**src/rtl/branch_redirect_unit.sv**
```systemverilog
// branch_redirect_unit: fetch PC owner; predict-not-taken redirect, flushes, shadow drain
// Also counts accepted redirects (saturating) and flags misaligned targets.
module branch_redirect_unit #(
    parameter int XLEN = 32,
    parameter logic [XLEN-1:0] RESET_PC = '0,
    parameter int SHADOW_CYCLES = 2
) (
    input  logic            clk,
    input  logic            rst_n,
    input  logic            stall_i,
    input  logic            ex_valid_i,
    input  logic            NextPCSrc_i,
    input  logic [XLEN-1:0] target_i,
    output logic [XLEN-1:0] pc_o,
    output logic [XLEN-1:0] pc_plus4_o,
    output logic            fetch_valid_o,
    output logic            flush_ifid_o,
    output logic            flush_idex_o,
    output logic            misaligned_o,
    output logic [31:0]     redirect_count_o
);
    typedef enum logic {RUN, SHADOW} state_t;
    state_t state_q, state_d;
    logic [1:0] shadow_q, shadow_d;
    logic [31:0] count_q;
    logic [XLEN-1:0] pc_d;
    logic take;
    always_comb begin
        take = 1'b0;
        state_d = state_q;
        shadow_d = shadow_q;
        if (state_q == RUN) begin
            take = ex_valid_i & NextPCSrc_i & rst_n;
            state_d = take ? SHADOW : RUN;
            shadow_d = take ? 2'(SHADOW_CYCLES) : shadow_q;
        end else begin
            // EX keeps draining bubbles even under a load-use stall
            shadow_d = shadow_q - 2'd1;
            state_d = (shadow_q == 2'd1) ? RUN : SHADOW;
        end
        pc_d = take ? {target_i[XLEN-1:2], 2'b00} : (stall_i ? pc_o : pc_plus4_o);
    end
    always_ff @(posedge clk) begin
        if (!rst_n) begin
            state_q <= RUN;
            shadow_q <= 2'd0;
            pc_o <= RESET_PC;
            fetch_valid_o <= 1'b0;
            misaligned_o <= 1'b0;
            count_q <= 32'd0;
        end else begin
            state_q <= state_d;
            shadow_q <= shadow_d;
            pc_o <= pc_d;
            fetch_valid_o <= 1'b1;
            misaligned_o <= take & (target_i[1:0] != 2'b00);
            count_q <= (take && count_q != 32'hFFFF_FFFF) ? count_q + 32'd1 : count_q;
        end
    end
    assign pc_plus4_o = pc_o + XLEN'(4);
    assign flush_ifid_o = take;
    assign flush_idex_o = take;
    assign redirect_count_o = count_q;
endmodule

```
**config.mk**
```make
export PLATFORM = sky130hd
export DESIGN_NAME = branch_redirect_unit
export DESIGN_NICKNAME = d
export VERILOG_FILES = /design/src/rtl/branch_redirect_unit.sv
export SDC_FILE = /design/constraint.sdc
export NUM_CORES = 1
export LEC_CHECK = 0
export ABC_CLOCK_PERIOD_IN_PS = 4790
export CORE_MARGIN = 3
export CORE_UTILIZATION = 40
export DETAILED_ROUTE_END_ITERATION = 7
export DONT_BUFFER_PORTS = 1
export GPL_ROUTABILITY_DRIVEN = 0
export HOLD_SLACK_MARGIN = 0.02
export PLACE_DENSITY = 0.66
export SLEW_MARGIN = 20
export SYNTH_ARGS = -nofsm -noshare
export SYNTH_HDL_FRONTEND = slang
export SYNTH_SLANG_ARGS = --single-unit
export TNS_END_PERCENT = 1
```
**constraint.sdc**
```tcl
create_clock -name clk -period 4.79 [get_ports clk]
set_input_delay 0.2395 -clock clk [delete_from_list [all_inputs] [get_ports clk]]
set_output_delay 0.2395 -clock clk [all_outputs]
set_load 0.03 [all_outputs]
```
# After elaboration in Yosys (flattened, before gate mapping)
# Cells that the tools add are included.
word_totals:
  ff_bits: 69
  input_bits: 37
  out_inout_bits: 100
  wordCells: 30
classes:
  n_addsub: 3
  eq_ne: 3
  n_mux: 9
  bitwise_logic: 4
  reduce_logical: 4
op_table:
  columns: ["cell", "count"]
  rows:
  - ["32-bit 2-to-1 mux", 2]
  - ["32-bit by 1-bit adder with 32-bit output (second input constant)", 1]
  - ["32-bit by 3-bit adder with 32-bit output (second input constant)", 1]
  - ["32-bit inequality test (second input constant)", 1]
  - ["1-bit 2-to-1 mux", 5]
  - ["2-bit 2-to-1 mux", 2]
  - ["2-bit nonzero test", 2]
  - ["1-bit bitwise AND", 3]
  - ["2-bit by 1-bit == test with 1-bit output (second input constant)", 1]
  - ["2-bit by 1-bit inequality test with 1-bit output (second input constant)", 1]
  - ["2-bit OR reduction", 1]
  - ["2-bit by 1-bit subtractor with 2-bit output (second input constant)", 1]
  - ["1-bit logical AND", 1]
  - ["1-bit inverter", 1]

# Longest topological paths before layout
# Gate-level depths: netlist of run 1.
depth:
  depth_word: 4
  mapped_depth: 7
  mapped_depth_nobuf: 6

# Worst setup path after synthesis of run 1
# No wires, ideal clock.
synth_timing:
  path_kind: "flip-flop to output port"
  startpoint: "reg pc_o[10]"
  endpoint: "out pc_plus4_o[31]"
  arrival_time_ps: 2336
  required_ps: 4550
  slack_ps: 2215
  path_stages_with_launch: 7
  n_path_buf: 1
  cell_sequence: "dfxtp_1 > buf_2 > nand4_1 > nor4_2 > and2_1 > nand4_1 > xnor2_1"
synth_between:
  elab_chain_len: 1
synth_lines:
  columns: ["item", "line", "rtl"]
  rows:
  - ["start, declared", "14", "output logic [XLEN-1:0] pc_o,"]
  - ["start signal, assigned", "54", "pc_o <= pc_d;"]
  - ["32-bit by 3-bit adder with 32-bit output", "60", "assign pc_plus4_o = pc_o + XLEN'(4);"]
  - ["end, declared", "15", "output logic [XLEN-1:0] pc_plus4_o,"]
# No other way between the ends.

# Worst setup path in the final report of run 1
layout_timing:
  startpoint: "reg pc_o[10]"
  endpoint: "out pc_plus4_o[25]"
# Same word-level chain as after synthesis.

==> results.toml, run 1 <==
[floorplan]
start_util_pct = 41.5
rows = 35
die_h_um = 104
dieArea_mm2 = 0.0108
die_x_um = 104
io-pin-count = 137
placeableCoreArea_mm2 = 0.00928

[clock_tree]
clock_latency_ns = 0.34
cts_resized = 0
clock-sinks = 67
cts_hold_buf = 3
cts_buffer_depth = 2
cts.clk_slew.worst_paths_ns = 0.08
cts_tree = "yes"
post-cts-setup-buffer-count = 0
htree_levels = 3
cts_made_buffers = 9
cts-root-buf = "clkbuf_8"

[global_route]
grt_pass1_vias = 3353
grt_usage_pct = 19.1
antenna_found_initial = 0
grt_max_degree = 67
grt_pass1_wl_um = 17000
overflow = 0

[critical_path]
required_ns = 4.55
critPathKind = "flop to primary output"
worstSetupStartpointType = "flop"
path_max_fanout = 8
endpoint_kind = "primary output"
crit_arrival_ns = 3.26

[synth]
ys_warn_count = 0
mappedNetlistArea_mm2 = 0.00385
synth_common_cells = "dfxtp_1, a21oi_1, nand2_1, o21ai_0"
syn_inst = 483
synth_mux_area_share_pct = 2.37
synth_top_cell_area_share_pct = 34.8
ys_seq_area_share_pct = 34.8
yosys.area_share.simple_pct = 27.6
ys_top_cells_by_area = "dfxtp_1, xnor2_1, a21oi_1"
yosysMostFrequentCell = "dfxtp_1"
syn_area_per_cell_um2 = 7.98
synth_top_family_by_area = "simple AND/OR/NAND/NOR gates"
synth_top_flop_cell = "dfxtp_1"
synth_compound_area_share_pct = 16.8
yosysUniqueCellTypes = 44
synth_edf_count = 0
async_flop_share_pct = 0
yosysTopAreaCell = "dfxtp_1"
synthAdderAreaFrac_pct = 0.974
yosys.area_share.xor_xnor_pct = 12.7
ys_seq_elements = 67

[power_and_ir_drop]
leakage_uw = 0.00126
peakVddDrop_mv = 0.153
powerDensity_mw_per_mm2 = 296

[sta]
tightest_slew_ns = 0.950
rsz0062_at_grt = "no"
slew_headroom_pct = 36.3
final_max_slew_viol_count = 0
tns_ns = 0
period_needed_ns = 3.50
worst_clock_skew_ns = 0.0109
fmax_mhz = 286
finalHoldViolations = 0
fin_crit_sh_pct = 73.0
setup_viol = 0
timing.hold.ws_ns = 0.0377

[final_layout]
final_cells = 606
multi_input_area_mm2 = 0.00235
fillers = 934
drive_above_1_share_pct = 6.29
antennaDiodeCount = 0
finalNetCount = 512
ff_latch_area_mm2 = 0.00134
fin_util_pct = 44.7
area_growth_pct = 7.63

[detailed_routing]
routedWlPerCell_um = 17.3
viasPerCell = 5.84
first_pass_iters = 4
first_iter_violations = 233
drc = 0
wl_um = 10500
postRouteAntennaNets = 0
route.vias.total = 3538

[place]
dp_cells = 587
io_buffers = 0
place_hpwl_um = 7430

[status]
status = "finished, final reports clean"

[worst_hold_path]
hp-class = "input port to flop"

[run]
drv_cap = 0
## sequential cells by signal, indices dropped and copies added, names as in the netlist
name              cells
redirect_count_o     32
pc_o                 30
shadow_q              2
fetch_valid_o         1
misaligned_o          1
state_q               1
## critical path, cell delays in order, from the launching register on
cell	delay [ns]
dfxtp_1	0.68
nand4_1	0.48
nor4_2	0.74
nand4_1	0.29
nor2_1	0.19
xor2_1	0.53
## layer usage
layer  vias to the layer above  track usage (%)  part of all wire (%)
met3                        14             6.89                   8.6
met5                         -                0                     0
met4                         0             6.84                   1.6
met1                      1682             22.6                    42
li1                       1725                -                     -
met2                       117             31.8                    48
## path summary, 6_finish.rpt
| check | startpoint | end | slack [ns] | depth (start not counted) |
|---|---|---|---|---|
| setup / recovery | pc_o[10] | pc_plus4_o[25] | 1.29 | 5 |
| hold / removal | rst_n | shadow_q[1] | 0.04 | 2 |
| setup reg to reg | state_q | redirect_count_o[22] | 2.05 | 7 |
| hold reg to reg | shadow_q[1] | shadow_q[1] | 0.48 | 2 |
## power breakdown
group	internal, µW	total (µW)	switching, µW
Clock	255	485	230
Combinational	31.4	105	73.4
Sequential	575	637	62.0
## kinds of logic after synthesis
| group | count (synthesis) |
|---|---|
| simple gates | 193 |
| compound gates | 112 |
| flops | 67 |
| xor+xnor | 56 |
| buf+inv | 42 |
| mux | 9 |
| fa+ha+maj | 3 |
| other cells | 1 |
## cell usage in the layout (no fill, tap or decap), drive strengths merged, types with 7 or more instances in the layout
cell / Yosys / layout
xnor2: 31 / 31
nand2: 41 / 41
xor2: 25 / 25
nor4: 9 / 9
inv: 12 / 11
or4: 9 / 9
o31ai: 9 / 9
nor3: 7 / 7
nand3: 23 / 23
or3: 17 / 17
nor2: 31 / 31
clkbuf: 22 / 10
nand4: 30 / 30
dfxtp: 67 / 67
o21ai: 42 / 42
mux2i: 8 / 8
a21oi: 44 / 44
## through the flow
step                      total power [µW]  area (µm²)  setup slack [ns]
after floorplan                        740        3860              2.21
after global placement                 750        3910              1.81
after detailed placement               752        3910              1.75
after CTS                             1240        4140              1.37
after global routing                  1280        4150              1.11
final                                 1230        4150              1.29
## final cells by class
type / count / area share, %
multi-input combinational: 377 / 56.7
sequential: 67 / 32.3
tap: 129 / 3.89
clock buffer: 10 / 3.32
clock inverter: 6 / 1.57
timing repair buffer: 5 / 1.09
inverter: 12 / 1.09
(Power assumes the default switching activity.)
==> run 2: changes to the inputs <==
--- a/config.mk
+++ b/config.mk
@@ -5,7 +5,7 @@
 export SDC_FILE = /design/constraint.sdc
 export NUM_CORES = 1
 export LEC_CHECK = 0
-export ABC_CLOCK_PERIOD_IN_PS = 4790
+export ABC_CLOCK_PERIOD_IN_PS = 3400
 export CORE_MARGIN = 3
 export CORE_UTILIZATION = 40
 export DETAILED_ROUTE_END_ITERATION = 7
==> constraint.sdc (replaced) <==
create_clock -name clk -period 3.4 [get_ports clk]
set_input_delay 0.17 -clock clk [delete_from_list [all_inputs] [get_ports clk]]
set_output_delay 0.17 -clock clk [all_outputs]
set_load 0.03 [all_outputs]
==> run 2 against run 1 <==
Compared with the run above:
- sequential share of layout area is 3.0 points lower
- non-clock buffer count grew 47
- first-iteration DRC count shrank 11%
- cell count grew 7.8%
- critical endpoint unchanged
- hold slack got worse by 0.0057 ns
- clock power rose by 56%
- clock skew increased by 0.0013 ns
- count of clock-buffer cells in the layout is 1 lower
- sequential cell count unchanged
==> results.toml, run 2 (synthesis gave the netlist of run 1 again) <==
[final_layout]
final_cell_mix = "dfxtp_1, a21oi_1, nand2_1"
finalNetCount = 559
final_common_cell = "dfxtp_1"
area_growth_pct = 18.7
drive_above_1_share_pct = 11.1
largest_reg_flops = 32
antennaDiodeCount = 0
final_cell_area_mm2 = 0.00457

[global_route]
grt_usage_pct = 19.6
antenna_found_initial = 0
grt_pass1_vias = 3529
grt_max_degree = 61
grt_pass1_wl_um = 17800
overflow = 0

[critical_path]
worstSetupStartpointType = "flop"
slowest_stage = "nor4_2"
cp_cell_sequence = "nand4_1 > nor4_2 > nand4_1 > nor2_1 > xor2_1 > buf_4"
slowest_delay_ns = 0.70
endpoint_kind = "primary output"
crit_arrival_ns = 2.91
critPathKind = "flop to primary output"
required_ns = 3.23
path_max_fanout = 8
cpMostUsedCell = "nand4_1"

[floorplan]
io-pin-count = 137
die_x_um = 104
die_h_um = 104
placeableCoreArea_mm2 = 0.00928
rows = 35
dieArea_mm2 = 0.0108
start_util_pct = 41.5

[power_and_ir_drop]
p_comb_share_pct = 11.7
peakVddDrop_mv = 0.236
intPower_uw = 1310
power.share.clock_pct = 40.9
leakage_uw = 0.00149
p_sw_share_pct = 29.5
p_seq_share_pct = 47.4
powerDensity_mw_per_mm2 = 405
p_switching_uw = 545

[place]
io_buffers = 0
place_area_mm2 = 0.00411
place_hpwl_um = 7810
pre_cts_slack_ns = 0.711

[clock_tree]
cts.clk_slew.worst_paths_ns = 0.08
cts_made_buffers = 9
clock-sinks = 67
clock_latency_ns = 0.34
cts_resized = 0
htree_levels = 3
cts-root-buf = "clkbuf_8"
cts_buffer_depth = 2
cts_tree = "yes"

[status]
status = "finished, final reports clean"

[sta]
setup_viol = 0
final_max_slew_viol_count = 0
worst_slack_ns = 0.316
period_needed_ns = 3.08
fin_crit_sh_pct = 90.7
finalHoldViolations = 0
slew_headroom_pct = 36.6
fmax_mhz = 324
rsz0062_at_grt = "no"
worst_clock_skew_ns = 0.0123
tns_ns = 0
tightest_slew_ns = 0.945

[detailed_routing]
drc = 0
postRouteAntennaNets = 0
routedWlPerCell_um = 16.8
viasPerCell = 5.76
first_pass_iters = 4
wl_um = 10900
route.vias.total = 3761
first_iter_violations = 208

[run]
drv_cap = 0

[worst_hold_path]
hp-class = "input port to flop"
run 2: path summary, 6_finish.rpt:
path	from	end	slack (ns)	depth (start not counted)
min reg2reg	shadow_q[1]	shadow_q[1]	0.47	2
max reg2reg	redirect_count_o[11]	redirect_count_o[12]	0.87	5
max	pc_o[11]	pc_plus4_o[25]	0.32	6
min	target_i[14]	pc_o[14]	0.03	2
run 2: what timing repair did:
item | CTS | global route
endpoints found under the setup margin | 0 | 0
hold buffers | 23 | 0
endpoints found under the hold margin | 43 | 0
setup buffers | 0 | 0
run 2: per-layer routing:
layer  vias to the layer above  global-route usage, %  wire length, µm
met5                         -                      0                0
met4                         0                   7.03              228
met3                        20                   6.70              933
met2                       142                   33.4             5300
met1                      1781                   23.0             4480
li1                       1818                      -                -
run 2: area by class of cell:
type | instances | area (µm²)
multi-input cells | 377 | 2340
fillers | 913 | 4710
flip-flops and latches | 67 | 1340
well taps | 129 | 161
clock buffers | 9 | 124
clock inverters | 7 | 101
repair buffers | 52 | 458
inverters | 12 | 45.0
run 2: critical path, delay by kind of cell (launching register included):
family | cells | cell delay, ns
AND/OR/NAND/NOR | 4 | 1.60
XOR/XNOR | 1 | 0.16
buffers and inverters | 1 | 0.18
flip-flops | 1 | 0.63
run 2: metrics by stage:
stage               hold slack [ns]  utilization (%)  std cells  total power, µW
CTS                          0.0213             49.3        653             1880
global placement              0.200             44.3        614             1080
finish                       0.0319             49.3        653             1850
floorplan                     0.198                -        486             1040
global route                 0.0227             49.3        653             1920
detailed placement            0.200             44.3        614             1080
run 2: power by group through the flow:
stage | logic (µW) | clock network (µW) | registers [µW]
global placement | 184 | 0 | 894
floorplan | 146 | 0 | 897
CTS | 217 | 785 | 876
detailed placement | 186 | 0 | 895
finish | 217 | 758 | 877
global route | 235 | 804 | 881
